File: config.mk
export PLATFORM = sky130hd
export DESIGN_NAME = remap_engine
export DESIGN_NICKNAME = d
export VERILOG_FILES = /design/src/rtl/remap_pkg.sv /design/src/rtl/remap_addr_gen.sv /design/src/rtl/remap_engine.sv
export SDC_FILE = /design/constraint.sdc
export NUM_CORES = 1
export LEC_CHECK = 0
export CORE_MARGIN = 4
export CORE_UTILIZATION = 25
export CTS_CLUSTER_SIZE = 40
export DETAILED_ROUTE_END_ITERATION = 6
export HOLD_SLACK_MARGIN = 0.12
export RECOVER_POWER = 50
export SLEW_MARGIN = 20
export SYNTH_ARGS = -nofsm -noshare
export SYNTH_HDL_FRONTEND = slang
export SYNTH_HIERARCHICAL = 1
export SYNTH_SLANG_ARGS = --single-unit
File: constraint.sdc
create_clock -name clk_i -period 2.8 [get_ports clk_i]
set_input_delay 0.56 -clock clk_i [delete_from_list [all_inputs] [get_ports clk_i]]
set_output_delay 0.56 -clock clk_i [all_outputs]
set_load 0.02 [all_outputs]
File: src/rtl/remap_pkg.sv
// Shared types for the remap engine.
//   mode_e  : remap mode carried on mode_i (ROW_TILED, COL_TILED, UNTILE, TRANSPOSE)
//   state_e : engine control states (IDLE, RUN, DRAIN, DONE)
package remap_pkg;

  typedef enum logic [1:0] {
    ROW_TILED = 2'd0,
    COL_TILED = 2'd1,
    UNTILE    = 2'd2,
    TRANSPOSE = 2'd3
  } mode_e;

  typedef enum logic [1:0] {
    IDLE  = 2'd0,
    RUN   = 2'd1,
    DRAIN = 2'd2,
    DONE  = 2'd3
  } state_e;

endpackage

File: src/rtl/remap_addr_gen.sv
// Incremental source/destination address generator for the remap engine.
// Walks (r,c) in row-major order using tile counters (j, Tc, i, Tr) and
// base registers; no per-element multiplication.
//   clk_i, rst_ni : clock, async active-low reset
//   load_i        : latch mode/dimensions and point at element 0
//   adv_i         : step to the next element
//   mode_i        : remap mode latched on load_i
//   rows_i/cols_i : matrix dimensions latched on load_i (assumed valid)
//   src_addr_o    : source address of the current element
//   dst_addr_o    : destination address of the current element
//   last_o        : current element is the final one (r=R-1, c=C-1)
module remap_addr_gen
  import remap_pkg::*;
#(
  parameter int unsigned AddrWidth     = 12,
  parameter int unsigned SizeAddrWidth = 8,
  parameter int unsigned TileSize      = 4
) (
  input  logic                     clk_i,
  input  logic                     rst_ni,
  input  logic                     load_i,
  input  logic                     adv_i,
  input  mode_e                    mode_i,
  input  logic [SizeAddrWidth-1:0] rows_i,
  input  logic [SizeAddrWidth-1:0] cols_i,
  output logic [AddrWidth-1:0]     src_addr_o,
  output logic [AddrWidth-1:0]     dst_addr_o,
  output logic                     last_o
);

  localparam int unsigned TileLog2 = $clog2(TileSize);
  localparam int unsigned TileArea = TileSize * TileSize;

  typedef logic [AddrWidth-1:0]     addr_t;
  typedef logic [SizeAddrWidth-1:0] size_t;
  typedef logic [TileLog2-1:0]      sub_t;

  mode_e mode_q, mode_d;
  size_t tcols_m1_q, tcols_m1_d;
  size_t trows_m1_q, trows_m1_d;
  addr_t stride_c_q, stride_c_d;   // tile_base step when Tc advances
  addr_t stride_r_q, stride_r_d;   // row_base step when Tr advances
  addr_t rows_step_q, rows_step_d; // R, transpose column step
  sub_t  j_q, j_d;
  sub_t  i_q, i_d;
  size_t tc_q, tc_d;
  size_t tr_q, tr_d;
  addr_t lin_q, lin_d;
  addr_t row_base_q, row_base_d;
  addr_t tile_base_q, tile_base_d;
  addr_t trans_q, trans_d;

  logic  j_end, i_end, c_end;
  addr_t tiled;
  addr_t r_cur;

  assign j_end  = (j_q == '1);
  assign i_end  = (i_q == '1);
  assign c_end  = j_end && (tc_q == tcols_m1_q);
  assign last_o = c_end && i_end && (tr_q == trows_m1_q);

  // Within a tile the offset i*T+j is just the concatenation {i,j}; likewise
  // r = Tr*T+i is {Tr,i}.
  assign tiled = tile_base_q + addr_t'({i_q, j_q});
  assign r_cur = addr_t'({tr_q, i_q});

  always_comb begin
    src_addr_o = lin_q;
    dst_addr_o = tiled;
    unique case (mode_q)
      ROW_TILED: dst_addr_o = tiled;
      COL_TILED: dst_addr_o = tiled;
      UNTILE: begin
        src_addr_o = tiled;
        dst_addr_o = lin_q;
      end
      TRANSPOSE: dst_addr_o = trans_q;
      default: ;
    endcase
  end

  always_comb begin
    mode_d      = mode_q;
    tcols_m1_d  = tcols_m1_q;
    trows_m1_d  = trows_m1_q;
    stride_c_d  = stride_c_q;
    stride_r_d  = stride_r_q;
    rows_step_d = rows_step_q;
    j_d         = j_q;
    i_d         = i_q;
    tc_d        = tc_q;
    tr_d        = tr_q;
    lin_d       = lin_q;
    row_base_d  = row_base_q;
    tile_base_d = tile_base_q;
    trans_d     = trans_q;

    if (load_i) begin
      mode_d      = mode_i;
      tcols_m1_d  = (cols_i >> TileLog2) - size_t'(1);
      trows_m1_d  = (rows_i >> TileLog2) - size_t'(1);
      rows_step_d = addr_t'(rows_i);
      // Row-major tile order steps T*T per tile column and C*T per tile row;
      // column-major tile order steps R*T per tile column and T*T per tile row.
      if (mode_i == COL_TILED) begin
        stride_c_d = addr_t'(rows_i) << TileLog2;
        stride_r_d = addr_t'(TileArea);
      end else begin
        stride_c_d = addr_t'(TileArea);
        stride_r_d = addr_t'(cols_i) << TileLog2;
      end
      j_d         = '0;
      i_d         = '0;
      tc_d        = '0;
      tr_d        = '0;
      lin_d       = '0;
      row_base_d  = '0;
      tile_base_d = '0;
      trans_d     = '0;
    end else if (adv_i) begin
      lin_d = lin_q + addr_t'(1);
      j_d   = j_q + sub_t'(1);
      if (!c_end) begin
        trans_d = trans_q + rows_step_q;
        if (j_end) begin
          tc_d        = tc_q + size_t'(1);
          tile_base_d = tile_base_q + stride_c_q;
        end
      end else begin
        tc_d    = '0;
        i_d     = i_q + sub_t'(1);
        trans_d = r_cur + addr_t'(1);
        if (i_end) begin
          tr_d        = tr_q + size_t'(1);
          row_base_d  = row_base_q + stride_r_q;
          tile_base_d = row_base_q + stride_r_q;
        end else begin
          tile_base_d = row_base_q;
        end
      end
    end
  end

  always_ff @(posedge clk_i or negedge rst_ni) begin
    if (!rst_ni) begin
      mode_q      <= ROW_TILED;
      tcols_m1_q  <= '0;
      trows_m1_q  <= '0;
      stride_c_q  <= '0;
      stride_r_q  <= '0;
      rows_step_q <= '0;
      j_q         <= '0;
      i_q         <= '0;
      tc_q        <= '0;
      tr_q        <= '0;
      lin_q       <= '0;
      row_base_q  <= '0;
      tile_base_q <= '0;
      trans_q     <= '0;
    end else begin
      mode_q      <= mode_d;
      tcols_m1_q  <= tcols_m1_d;
      trows_m1_q  <= trows_m1_d;
      stride_c_q  <= stride_c_d;
      stride_r_q  <= stride_r_d;
      rows_step_q <= rows_step_d;
      j_q         <= j_d;
      i_q         <= i_d;
      tc_q        <= tc_d;
      tr_q        <= tr_d;
      lin_q       <= lin_d;
      row_base_q  <= row_base_d;
      tile_base_q <= tile_base_d;
      trans_q     <= trans_d;
    end
  end

endmodule

File: src/rtl/remap_engine.sv
// Matrix remap engine: copies an R x C matrix from a source memory to a
// destination memory, one element per cycle, reordering it into row-tiled,
// column-tiled, untiled or transposed layout.
//   clk_i, rst_ni       : clock, async active-low reset
//   start_i             : job request (accepted only in IDLE)
//   mode_i, rows_i, cols_i : job parameters sampled at start
//   busy_o, done_o, err_o  : job status (done_o is a one-cycle pulse)
//   src_addr_o / src_rdata_i : source memory, read data one cycle after address
//   dst_addr_o / dst_wdata_o / dst_we_o : destination memory write port
module remap_engine
  import remap_pkg::*;
#(
  parameter int unsigned DataWidth     = 8,
  parameter int unsigned DataDepth     = 4096,
  parameter int unsigned AddrWidth     = (DataDepth <= 1) ? 1 : $clog2(DataDepth),
  parameter int unsigned SizeAddrWidth = 8,
  parameter int unsigned TileSize      = 4
) (
  input  logic                     clk_i,
  input  logic                     rst_ni,
  input  logic                     start_i,
  input  logic [1:0]               mode_i,
  input  logic [SizeAddrWidth-1:0] rows_i,
  input  logic [SizeAddrWidth-1:0] cols_i,
  output logic                     busy_o,
  output logic                     done_o,
  output logic                     err_o,
  output logic [AddrWidth-1:0]     src_addr_o,
  input  logic [DataWidth-1:0]     src_rdata_i,
  output logic [AddrWidth-1:0]     dst_addr_o,
  output logic [DataWidth-1:0]     dst_wdata_o,
  output logic                     dst_we_o
);

  localparam int unsigned TileLog2  = $clog2(TileSize);
  localparam int unsigned ProdWidth = 2 * SizeAddrWidth;

  state_e               state_q, state_d;
  logic                 err_q, err_d;
  logic                 dst_we_q, dst_we_d;
  logic [AddrWidth-1:0] dst_addr_q, dst_addr_d;

  logic [ProdWidth-1:0] area;
  logic                 dims_ok;
  logic                 gen_load, gen_adv, gen_last;
  logic [AddrWidth-1:0] gen_src, gen_dst;

  assign area    = ProdWidth'(rows_i) * ProdWidth'(cols_i);
  assign dims_ok = (rows_i != '0) && (cols_i != '0) &&
                   (rows_i[TileLog2-1:0] == '0) && (cols_i[TileLog2-1:0] == '0) &&
                   (64'(area) <= 64'(DataDepth));

  remap_addr_gen #(
    .AddrWidth    (AddrWidth),
    .SizeAddrWidth(SizeAddrWidth),
    .TileSize     (TileSize)
  ) u_addr_gen (
    .clk_i     (clk_i),
    .rst_ni    (rst_ni),
    .load_i    (gen_load),
    .adv_i     (gen_adv),
    .mode_i    (mode_e'(mode_i)),
    .rows_i    (rows_i),
    .cols_i    (cols_i),
    .src_addr_o(gen_src),
    .dst_addr_o(gen_dst),
    .last_o    (gen_last)
  );

  // The element issued in RUN has its destination address and write enable
  // registered here; its data arrives from the source memory in the next
  // cycle and is forwarded straight to the write port.
  always_comb begin
    state_d    = state_q;
    err_d      = err_q;
    dst_we_d   = 1'b0;
    dst_addr_d = '0;
    gen_load   = 1'b0;
    gen_adv    = 1'b0;
    unique case (state_q)
      IDLE: begin
        if (start_i) begin
          err_d    = !dims_ok;
          gen_load = dims_ok;
          state_d  = dims_ok ? RUN : DONE;
        end
      end
      RUN: begin
        gen_adv    = 1'b1;
        dst_we_d   = 1'b1;
        dst_addr_d = gen_dst;
        if (gen_last) state_d = DRAIN;
      end
      DRAIN:   state_d = DONE;
      DONE:    state_d = IDLE;
      default: state_d = IDLE;
    endcase
  end

  always_ff @(posedge clk_i or negedge rst_ni) begin
    if (!rst_ni) begin
      state_q    <= IDLE;
      err_q      <= 1'b0;
      dst_we_q   <= 1'b0;
      dst_addr_q <= '0;
    end else begin
      state_q    <= state_d;
      err_q      <= err_d;
      dst_we_q   <= dst_we_d;
      dst_addr_q <= dst_addr_d;
    end
  end

  assign busy_o      = (state_q == RUN) || (state_q == DRAIN);
  assign done_o      = (state_q == DONE);
  assign err_o       = err_q;
  assign src_addr_o  = (state_q == RUN) ? gen_src : '0;
  assign dst_addr_o  = dst_addr_q;
  assign dst_we_o    = dst_we_q;
  assign dst_wdata_o = dst_we_q ? src_rdata_i : '0;

endmodule

# ---- Word level (Yosys, flattened, before mapping)
# Cells that the tools add are included.
dict set report word_totals {
  ff_bits 134
  latch_bits 0
  mem_bits_rw 0
  romBits 0
  output_inout_bits 36
  memories 0
}
dict set report classes {
  add_sub_neg 12
  multipliers 1
  n_div 0
  n_lt_le_gt_ge 1
  eq_ne 13
  shifts 0
  n_mux 40
  bitwise 0
  reduce_logical 25
}
# operator n
set op_table {}
lappend op_table {{$mux 12} 16}
lappend op_table {{$mux 8} 9}
lappend op_table {{$pmux 12 s3} 1}
lappend op_table {{$add 12x12->12} 2}
lappend op_table {{$mux 10} 2}
lappend op_table {{$add 8x1->8 const B} 2}
lappend op_table {{$eq 8x8->1} 2}
lappend op_table {{$le 16x13->1 const B} 1}
lappend op_table {{$mul 8x8->16} 1}
lappend op_table {{$mux 2} 8}
lappend op_table {{$reduce_bool 8->1} 2}
lappend op_table {{$sub 6x1->7 const B} 2}
lappend op_table {{$add 12x1->12 const B} 1}
lappend op_table {{$add 12x4->12} 1}
lappend op_table {{$add 12x8->12} 1}
lappend op_table {{$eq 2x2->1 const B} 6}
lappend op_table {{$add 10x1->11 const B} 1}
lappend op_table {{$logic_not 2->1} 4}
lappend op_table {{$pmux 2 s4} 1}
lappend op_table {{$reduce_and 2->1} 4}
lappend op_table {{$logic_and 1x1->1} 7}
lappend op_table {{$eq 2x1->1 const B} 3}
lappend op_table {{$reduce_bool 2->1} 3}
lappend op_table {{$add 2x1->2 const B} 2}
lappend op_table {{7 further kinds} 10}

# ---- Logic depth before layout (Yosys ltp)
# Gate-level depths: netlist of run 1.
dict set report depth {
  ltp_word 9
  mapped_depth 25
}

# ---- Cells and area by module
# The synthesis of run 1 kept the hierarchy.
# mod n_inst cells_each area_each_um2 seq_area_each_um2
set by_module_without_submodules {}
lappend by_module_without_submodules {remap_addr_gen 1 724 6631.4 2627.5}
lappend by_module_without_submodules {remap_engine 1 348 3134.3 400.4}

# ---- Worst setup path after synthesis of run 1
# Ideal clock, no wire load.
dict set report synth_path {
  path_kind {input to register}
  startpoint {input port cols_i[6]}
  endpoint {register u_addr_gen.tile_base_q[2]}
  arrival_ns 5.674
  required_time_ns 2.699
  path_slack_ns -2.975
  stages 20
  n_path_buf 3
  path_cell_list {bufbuf_16 -> nand2_1 -> fa_1 -> fa_1 -> fa_1 -> fa_1 -> inv_1 -> ha_1 -> a21oi_2 -> nand2_4 -> o311a_1 -> or4_1 -> o2111ai_2 -> nand3b_1 -> and4b_1 -> clkbuf_1 -> a21oi_1 -> clkbuf_1 -> nor3_1 -> nor4_1}
}
dict set report synth_via {
  elab_chain_cells 9
}
# item line
set synth_lines {}
lappend synth_lines {{start, declared} remap_engine.sv:24} ;# input logic [SizeAddrWidth-1:0] cols_i,
lappend synth_lines {{parallel branches: the longest is 4 deep, another holds $mul 8x8->16} --}
lappend synth_lines {{$logic_and 1x1->1 (*)} remap_engine.sv:50} ;# (rows_i[TileLog2-1:0] == '0) && (cols_i[TileLog2-1:0] == '0) &&
lappend synth_lines {{$mux 1 (*)} remap_engine.sv:82} ;# if (start_i) begin
lappend synth_lines {{$mux 1 (*)} remap_engine.sv:80} ;# unique case (state_q)
lappend synth_lines {{net gen_load} remap_engine.sv:45} ;# logic gen_load, gen_adv, gen_last;
lappend synth_lines {{$reduce_bool 3->1 (no line) or $reduce_bool 2->1 (tied branches)} --}
lappend synth_lines {{$reduce_and 2->1 (no line)} --}
lappend synth_lines {{end signal, assigned} remap_addr_gen.sv:173} ;# tile_base_q <= tile_base_d;
lappend synth_lines {{end, declared} remap_addr_gen.sv:50} ;# addr_t tile_base_q, tile_base_d;
# Mark *: on every way through the listed nets, which the timed path passes.
# A chain may end at the register's enable or synchronous reset.

# ---- Final worst setup path of run 1
dict set report layout_path {
  startpoint {input port cols_i[2]}
  endpoint {register u_addr_gen.lin_q[10]}
}
dict set report layout_via {
  elab_chain_cells 8
}
# item line
set layout_lines {}
lappend layout_lines {{parallel branches: the longest is 4 deep, another holds $mul 8x8->16} --}
lappend layout_lines {{$logic_and 1x1->1 (*)} remap_engine.sv:50}
lappend layout_lines {{$mux 1 (*)} remap_engine.sv:82}
lappend layout_lines {{$mux 1 (*)} remap_engine.sv:80}
lappend layout_lines {{net gen_load} remap_engine.sv:45}
lappend layout_lines {{$mux 12 or $reduce_bool 2->1 (tied branches)} --}
lappend layout_lines {{end signal, assigned} remap_addr_gen.sv:171} ;# lin_q <= lin_d;
lappend layout_lines {{end, declared} remap_addr_gen.sv:48} ;# addr_t lin_q, lin_d;
# Marks and branches as above.

==> results of run 1 <==
## final cells by class
type	instances	area share
clock inverter	7	0.00798
timing repair buffer	237	0.166
tap	518	0.0449
multi-input combinational	823	0.516
inverter	82	0.0215
clock buffer	23	0.0345
sequential	121	0.210
## cell usage in the layout (no fill, tap or decap), types with 11 or more instances in the layout
| cell | instances |
|---|---|
| sky130_fd_sc_hd__a21oi_1 | 32 |
| sky130_fd_sc_hd__a21oi_2 | 16 |
| sky130_fd_sc_hd__and2_1 | 55 |
| sky130_fd_sc_hd__and3_1 | 11 |
| sky130_fd_sc_hd__buf_12 | 15 |
| sky130_fd_sc_hd__buf_4 | 115 |
| sky130_fd_sc_hd__buf_6 | 41 |
| sky130_fd_sc_hd__clkbuf_16 | 21 |
| sky130_fd_sc_hd__clkdlybuf4s50_1 | 35 |
| sky130_fd_sc_hd__dfrtp_1 | 120 |
| sky130_fd_sc_hd__fa_1 | 31 |
| sky130_fd_sc_hd__ha_1 | 63 |
| sky130_fd_sc_hd__ha_4 | 13 |
| sky130_fd_sc_hd__inv_1 | 74 |
| sky130_fd_sc_hd__mux2i_1 | 32 |
| sky130_fd_sc_hd__nand2_1 | 78 |
| sky130_fd_sc_hd__nand2_2 | 11 |
| sky130_fd_sc_hd__nand2_4 | 24 |
| sky130_fd_sc_hd__nand3_1 | 16 |
| sky130_fd_sc_hd__nor2_1 | 50 |
| sky130_fd_sc_hd__nor2_2 | 16 |
| sky130_fd_sc_hd__nor2_4 | 29 |
| sky130_fd_sc_hd__o21ai_0 | 35 |
| sky130_fd_sc_hd__o21ai_2 | 11 |
| sky130_fd_sc_hd__xnor2_1 | 41 |
| sky130_fd_sc_hd__xor2_1 | 28 |
## cell families (layout without fill, tap and decap cells)
logic type,count (synthesis),in the layout,share of synthesized area
compound gates,206,206,0.139
xor+xnor,80,80,0.0733
fa+ha+maj,116,116,0.179
buf+inv,128,349,0.0606
flops,121,121,0.310
mux,42,42,0.0443
simple gates,379,379,0.194
## power by group
part           internal, mW  switching [mW]
logic                  3.50            3.62
registers              2.19           0.493
clock network          1.50           0.805
total                  7.20            4.92
## per-stage QoR
step | instance area [sq um] | TNS, ns | power [mW]
3_3_place_gp | 11900 | -316.07 | 8.37
5_1_grt | 14400 | -232.08 | 13.0
2_1_floorplan | 10000 | -241.13 | 6.38
6_report | 14400 | -215.46 | 12.1
4_1_cts | 13300 | -221.58 | 11.4
3_5_place_dp | 11900 | -325.13 | 8.46
## path summary, 6_finish.rpt
path	startpoint	endpoint
min	rst_ni	u_addr_gen/tile_base_q[7]
min reg2reg	u_addr_gen/stride_r_q[5]	u_addr_gen/stride_r_q[5]
min in group clk_i	u_addr_gen/stride_r_q[5]	u_addr_gen/stride_r_q[5]
max in group asynchronous	rst_ni	u_addr_gen/trans_q[2]
max reg2reg	u_addr_gen/trans_q[0]	u_addr_gen/trans_q[10]
max	cols_i[2]	u_addr_gen/lin_q[10]
## sequential cells by signal (all words and copies together), names as in the netlist, 2 cells and up
name                    flops
dst_addr_o                 12
u_addr_gen/lin_q           12
u_addr_gen/trans_q         12
u_addr_gen/tile_base_q     11
u_addr_gen/row_base_q      10
u_addr_gen/rows_step_q      8
u_addr_gen/stride_c_q       8
u_addr_gen/stride_r_q       8
u_addr_gen/tc_q             8
u_addr_gen/tr_q             8
u_addr_gen/tcols_m1_q       7
u_addr_gen/trows_m1_q       7
state_q                     2
u_addr_gen/i_q              2
u_addr_gen/j_q              2
u_addr_gen/mode_q           2
## critical path, cell delays in order
cell	delay, ns
sky130_fd_sc_hd__buf_8	0.11
sky130_fd_sc_hd__bufbuf_16	0.26
sky130_fd_sc_hd__and2_4	0.15
sky130_fd_sc_hd__fa_2	0.34
sky130_fd_sc_hd__fa_1	0.47
sky130_fd_sc_hd__ha_1	0.29
sky130_fd_sc_hd__inv_1	0.05
sky130_fd_sc_hd__fa_1	0.53
sky130_fd_sc_hd__inv_1	0.06
sky130_fd_sc_hd__ha_4	0.23
sky130_fd_sc_hd__a21oi_2	0.24
sky130_fd_sc_hd__nor3b_2	0.08
sky130_fd_sc_hd__o21a_1	0.20
sky130_fd_sc_hd__or2_1	0.24
sky130_fd_sc_hd__a2111oi_2	0.20
sky130_fd_sc_hd__nand3b_1	0.17
sky130_fd_sc_hd__and4b_4	0.36
sky130_fd_sc_hd__buf_8	0.17
sky130_fd_sc_hd__buf_12	0.16
sky130_fd_sc_hd__buf_12	0.15
sky130_fd_sc_hd__buf_12	0.15
sky130_fd_sc_hd__nor2_1	0.04
## repair_timing
action	in CTS	in global routing
hold buffers	0	0
pin swaps	78	102
endpoints found under the hold margin	0	0
endpoints found under the setup margin	119	119
resized for setup	247	219
cloned	4	5
buffers inserted	24	22
## metal layers
metal / part of all wire / up-vias / routed length [microns] / GRT usage
li1: - / 4084 / - / -
met1: 0.45 / 4295 / 13300 / 0.178
met2: 0.50 / 169 / 14900 / 0.234
met3: 0.032 / 38 / 954 / 0.0224
met4: 0.017 / 0 / 499 / 0.0373
met5: 0 / - / 0 / 0
==> summary by stage, run 1 <==
Detailed routing
The iteration-0 DRC count of the detailed router is 467. The post-detailed-route DRC marker count is 0. The average routed wire per standard cell is 16.4 microns. The detail route stage leaves a number of antenna-violating nets equal to 0. The first TritonRoute pass finished after 5 iterations. The total via count in the routed design is 8586. The number of vias per cell is 4.74. The routed design has 29.7 mm of wire.

GRT
For this run the aggregate overflow at the end of global routing stands at 0. The largest net degree at the start of global routing is 45. In the global route stage, overall resource usage came out at 0.136.

The first global-routing pass estimated 46.3 mm of wire. The via count of the first global-routing pass was 8653. The initial antenna violation count came to 0.

Layout
The number of antenna diodes in the final layout is 0. Fill cells in the final layout number 3730. The total area of multi-input combinational cells is 7440 sq um.

The area taken by flip-flops and latches is 3030 sq um. The post-layout net count is 1427. The utilization after layout is 0.373.

Relative to the synthesized area, the layout overhead comes to 47.7%. The layout cell share with drive strength beyond 1 is 0.361. The final cell count without fillers is 1811.

Synth
The synthesized netlist contains 79 unique library cells. The share of the Yosys chip area taken by registers is 0.310. The synthesized instance count is 1072. The mapped netlist covers 9770 sq um. By count the netlist is led by sky130_fd_sc_hd__dfrtp_1, sky130_fd_sc_hd__nand2_1, sky130_fd_sc_hd__nor2_1, sky130_fd_sc_hd__inv_1, sky130_fd_sc_hd__ha_1. The cell type contributing the most total cell area after synthesis is sky130_fd_sc_hd__dfrtp_1. The share of synthesized registers carrying an async set or reset is 1.00.

A synthesized cell averages 9.11 sq um. The number of nets in the synthesized netlist is 1217. In the synthesized netlist the dominant register cell turns out to be sky130_fd_sc_hd__dfrtp_1. During synthesis, Yosys emitted a total of 6 warnings. The share of the synthesized area in the top cell type is 0.310.

The number of flops mapped to enable cells by yosys is 0. By instance count, the leading cell after synthesis is sky130_fd_sc_hd__dfrtp_1. Counting flops and latches in the post-synthesis netlist gives 121. Ranked by total cell area, the synthesized netlist is headed by sky130_fd_sc_hd__dfrtp_1, sky130_fd_sc_hd__ha_1, sky130_fd_sc_hd__fa_1, sky130_fd_sc_hd__nand2_1, sky130_fd_sc_hd__xnor2_1.

Run status
The run finished, with violations left. The checks that failed: negative setup slack.

STA
The number of setup violations in the final report is 115. On the final layout, the worst clock skew is 0.0102 ns. Once routing completed, OpenROAD measured the worst setup slack at -2.12 ns.

The worst hold slack after final layout is 0.408 ns. The count of final hold-check violations is 0. The minimum period implied by the final worst setup slack is 4.92 ns.

The transition at the pin with the smallest max-transition slack is 1.28 ns. Based on the critical path, the design can be clocked at up to 203 MHz. The portion of the clock cycle consumed by the worst path in the final layout is 1.76. Setup repair after global routing could not meet its margin everywhere. The number of max-slew violations in the final report came to 0. Measured against its own limit, the worst slew margin works out to 0.150.

CTS
The tree is rooted in a sky130_fd_sc_hd__clkbuf_16. The clock passes through at most 2 buffers. The count of H-tree levels built during CTS is 4. The clock latency of the later-clocked register in the worst-skew pair is 0.42 ns.

TritonCTS built the clock tree. Clock-pin slew was measured on the worst setup and hold paths at 0.06 ns. The total clock buffers created by CTS is 17. The sink count of the clock tree is 121.

Place
The post-DP HPWL is 21.1 mm. The post-place setup slack is -3.21 ns. The number of port buffers is 64.

In this run, placement finished with an instance count of 1731. The congestion estimate from routability-driven global placement came to 0.837.

Worst hold path
The type of the worst min-delay path is in -> async.

Pwr
The total power per unit cell area is 840 nW/um^2. The worst-case IR drop observed on VDD is 601 uV. The cell leakage power is 6.32 nW.

Critical path
The worst setup path is captured at a flip-flop. In this run the register-to-register setup slack is 0.19 ns. The worst setup path is of the in -> reg kind. STA puts the critical path data arrival time at 5.23 ns.

The kind of start point of the critical path is a primary input. The depth of the worst register-to-register path is 8. The data required time of the critical path is 3.11 ns. The largest fanout on the critical path is 8.

Floorplan
The chip width is 206 microns. The initial core utilization is 0.253. In this run the core area contains 72 standard-cell rows. The die is 206 microns tall. 65 I/O pins were placed.

The die footprint is 42300 sq um. The core area is 38600 sq um.

Job
Max-cap violations in this run came to 0.
No activity file was read; power rests on OpenSTA's default activity.
==> run 2: changes to the inputs <==
--- a/config.mk
+++ b/config.mk
@@ -5,6 +5,7 @@
 export SDC_FILE = /design/constraint.sdc
 export NUM_CORES = 1
 export LEC_CHECK = 0
+export CORE_ASPECT_RATIO = 0.9
 export CORE_MARGIN = 4
 export CORE_UTILIZATION = 25
 export CTS_CLUSTER_SIZE = 40
==> run 2 against run 1 <==
  * Register-to-register slack lost 0.28 ns
  * Count of clock-buffer cells in the layout shrank 3
  * The run still ends with negative setup slack left
  * Hold slack lost 0.089 ns
  * Critical path depth shrank 1
  * Via count is essentially flat
  * Largest power group unchanged
  * Utilization shrank 0.86 points
  * Die area is essentially flat
  * Setup slack lost 0.081 ns
  * Global-route usage shrank 0.32 points
==> summary by stage, run 2 (synthesis gave the netlist of run 1 again) <==
Critical path
The largest individual stage delay along the critical path comes from the cell sky130_fd_sc_hd__fa_1. The path type of the worst setup path is in -> reg. STA classifies the critical path startpoint as a primary input.

In this run the critical register-to-register path is launched from u_addr_gen/j_q[1]. In this design, the critical path's most frequently occurring cell is sky130_fd_sc_hd__fa_1. The largest stage delay on the critical path is 0.54 ns. Together, buffers and inverters on the worst path number 7. The nature of the critical path endpoint is a flip-flop.

The data required time of the critical path is 3.14 ns. The family with the most delay on the worst path is adder cells. In this run the critical register-to-register path is captured at state_q[1]. For flop-to-flop paths, the worst setup slack is -0.09 ns. Data arrives at the worst endpoint at 5.34 ns.

The critical path goes through buf_6, buf_8, nand2_4, fa_1, fa_1, fa_1, fa_1, inv_2, ha_4, a21oi_4, nand2_4, o311a_4, or4_4, o2111ai_2, nand3b_1, and4b_4, buf_4, clkbuf_16, buf_8, buf_4, nor2_2. The depth of the worst register-to-register path is 9. In this run the worst path has a maximum fanout of 9.

Place
The weighted congestion at the end of routability-driven global placement is 0.856. The post-DP HPWL is 21.4 mm. The number of port buffers is 64. The number of placed instances, taps included, is 1746.

GRT
The initial antenna violation count is 0. The via count of the first global-routing pass was 8601. Summed over all layers, the global routing overflow is 0. For this run, the total global-route usage over all layers was measured as 0.133. The first global-routing pass estimated 45.7 mm of wire. Entering global routing, the biggest net connects 49 pins.

Detailed routing
The detail route stage leaves a number of antenna-violating nets equal to 0. The total via count in the routed design is 8583. The routed design has 29.3 mm of wire. For this run, design rule violations remaining after detail routing come to 0. Using the TritonRoute via totals, the vias-per-cell ratio works out to 4.72.

The length of the first detailed-routing pass in iterations is 4. The iteration-0 DRC count of the detailed router is 468. In the final routed layout, each cell accounts on average for 16.1 microns.

Layout
After the last flow step, the layout net total stands at 1425. The layout cell share with drive strength beyond 1 is 0.343. The utilization after layout is 0.365. The most common library cell in the layout ignoring fill and taps is sky130_fd_sc_hd__dfrtp_1. The repair_antennas step left the layout with diodes totalling 0. From synthesis to final layout, the design area changed by 43.6%. The final cell count without fillers is 1818. The layout has 3843 filler cells. The top cell types in the final layout, fill and taps aside, are sky130_fd_sc_hd__dfrtp_1, sky130_fd_sc_hd__buf_4, sky130_fd_sc_hd__nand2_1.

STA
The routed design could run at a clock period as short as 5.00 ns. The portion of the clock cycle consumed by the worst path in the final layout is 1.79. At the pin with the least slew margin, the transition time is 1.24 ns.

The count of final hold-check violations is 0. The number of setup violations in the final report is 117. The clock arrives with 0.0121 ns of skew. The number of max-slew violations in the final report is 0. Based on the critical path, the design can be clocked at up to 200 MHz. Setup repair after global routing could not meet its margin everywhere. Headroom to the max-slew limit came out at 0.172. The setup slack after layout is -2.20 ns.

Pwr
IR analysis of the VDD net gives a maximum drop of 483 uV. Dividing total power by cell area gives a power density of 847 nW/um^2. The analysis attributes to cell leakage a power of 6.14 nW.

CTS
The number of clock buffers added by TritonCTS is 17. The tree is rooted in a sky130_fd_sc_hd__clkbuf_16. The clock latency of the later-clocked register in the worst-skew pair is 0.41 ns. The sink count of the clock tree is 121. Clock-pin slew was measured on the worst setup and hold paths at 0.06 ns.

TritonCTS built the clock tree. The worst-case clock buffer depth is 2. The count of H-tree levels built during CTS is 4. The hold-fix buffer count after cts is 0.

Floorplan
The die footprint is 42300 sq um. The chip width is 216 microns. The overall die height is 196 microns. The core area is 38500 sq um. In this run the core area contains 68 standard-cell rows. The number of top-level design ports is 65. The initial core utilization is 0.254.

Run status
The run finished, with violations left. The checks that failed: negative setup slack.

Worst hold path
The type of the worst min-delay path is in -> async.

Job
Across the run, the number of max-cap violations was 0.
==> run 2: changes by cell type in the layout (fill, tap and decap cells not counted), sizes merged, moves of 2 or more <==
cell and delta:
bufinv -2, clkbuf -3, dlygate4sd2 -2, clkinv +6
==> run 2: timing repair <==
| item | CTS | global route |
|---|---|---|
| setup endpoints to repair | 118 | 120 |
| gates cloned | 1 | 5 |
| gates resized for setup | 247 | 166 |
| setup buffers | 37 | 20 |
| pin swaps | 55 | 81 |
| endpoints found under the hold margin | 0 | 0 |
==> run 2: routing by layer <==
layer | global-route usage | share of wire
met1 | 0.186 | 0.47
met2 | 0.218 | 0.49
met3 | 0.0222 | 0.035
met4 | 0.0280 | 0.011
met5 | 0 | 0
==> run 2: power breakdown <==
group	total, mW	internal, mW	switching (mW)
combinational	7.13	3.55	3.58
clock	2.06	1.24	0.829
sequential	2.69	2.19	0.498
total	11.9	6.97	4.91
==> run 2: area by class of cell <==
type / instances / area, sq um / share of cell area
sequential: 121 / 3030 / 0.216
multi-input combinational: 823 / 7190 / 0.513
inverter: 82 / 313 / 0.0223
clock inverter: 12 / 100 / 0.00714
timing repair buffer: 235 / 2290 / 0.163
clock buffer: 20 / 447 / 0.0319
tap: 525 / 657 / 0.0468
==> run 2: how the worst max path moves through the flow <==
stage	start	endpoint	slack, ns	depth (start not counted)
6_report	cols_i[6]	u_addr_gen/i_q[0]	-2.20	21
5_1_grt	cols_i[6]	u_addr_gen/tile_base_q[9]	-2.31	20
4_1_cts	cols_i[5]	u_addr_gen/tile_base_q[10]	-2.20	20
3_5_place_dp	cols_i[2]	u_addr_gen/tc_q[4]	-3.27	22
3_3_place_gp	cols_i[2]	u_addr_gen/tc_q[6]	-3.19	22
2_1_floorplan	cols_i[2]	u_addr_gen/tile_base_q[10]	-2.45	20
==> run 2: worst register-to-register path, delay by kind of cell (launching register included) <==
family | cells | cell delay, ns
and+or+nand+nor | 3 | 0.96
AOI/OAI and AO/OA | 4 | 0.86
DFF | 1 | 0.45
adders and majority gates | 1 | 0.35
buffers and inverters | 1 | 0.15
==> run 2: per-stage QoR <==
step | instance area, sq um | TNS, ns | hold WS (ns) | power (mW) | setup slack [ns]
2_1_floorplan | 10000 | -241.13 | 0.264 | 6.38 | -2.45
4_1_cts | 13300 | -222.91 | 0.150 | 11.3 | -2.20
6_report | 14000 | -222.03 | 0.320 | 11.9 | -2.20
5_1_grt | 14000 | -234.31 | 0.403 | 12.7 | -2.31
3_3_place_gp | 12000 | -330.34 | 0.480 | 8.43 | -3.19
3_5_place_dp | 12000 | -338.38 | 0.489 | 8.51 | -3.27
==> run 3: changes to the inputs <==
--- a/config.mk
+++ b/config.mk
@@ -5,9 +5,11 @@
 export SDC_FILE = /design/constraint.sdc
 export NUM_CORES = 1
 export LEC_CHECK = 0
+export CAP_MARGIN = 20
 export CORE_ASPECT_RATIO = 0.9
 export CORE_MARGIN = 4
 export CORE_UTILIZATION = 25
+export CTS_CLUSTER_DIAMETER = 100
 export CTS_CLUSTER_SIZE = 40
 export DETAILED_ROUTE_END_ITERATION = 6
 export HOLD_SLACK_MARGIN = 0.12
==> results of run 3 <==
Final layout, timing and power as in run 2 (identical DEF).
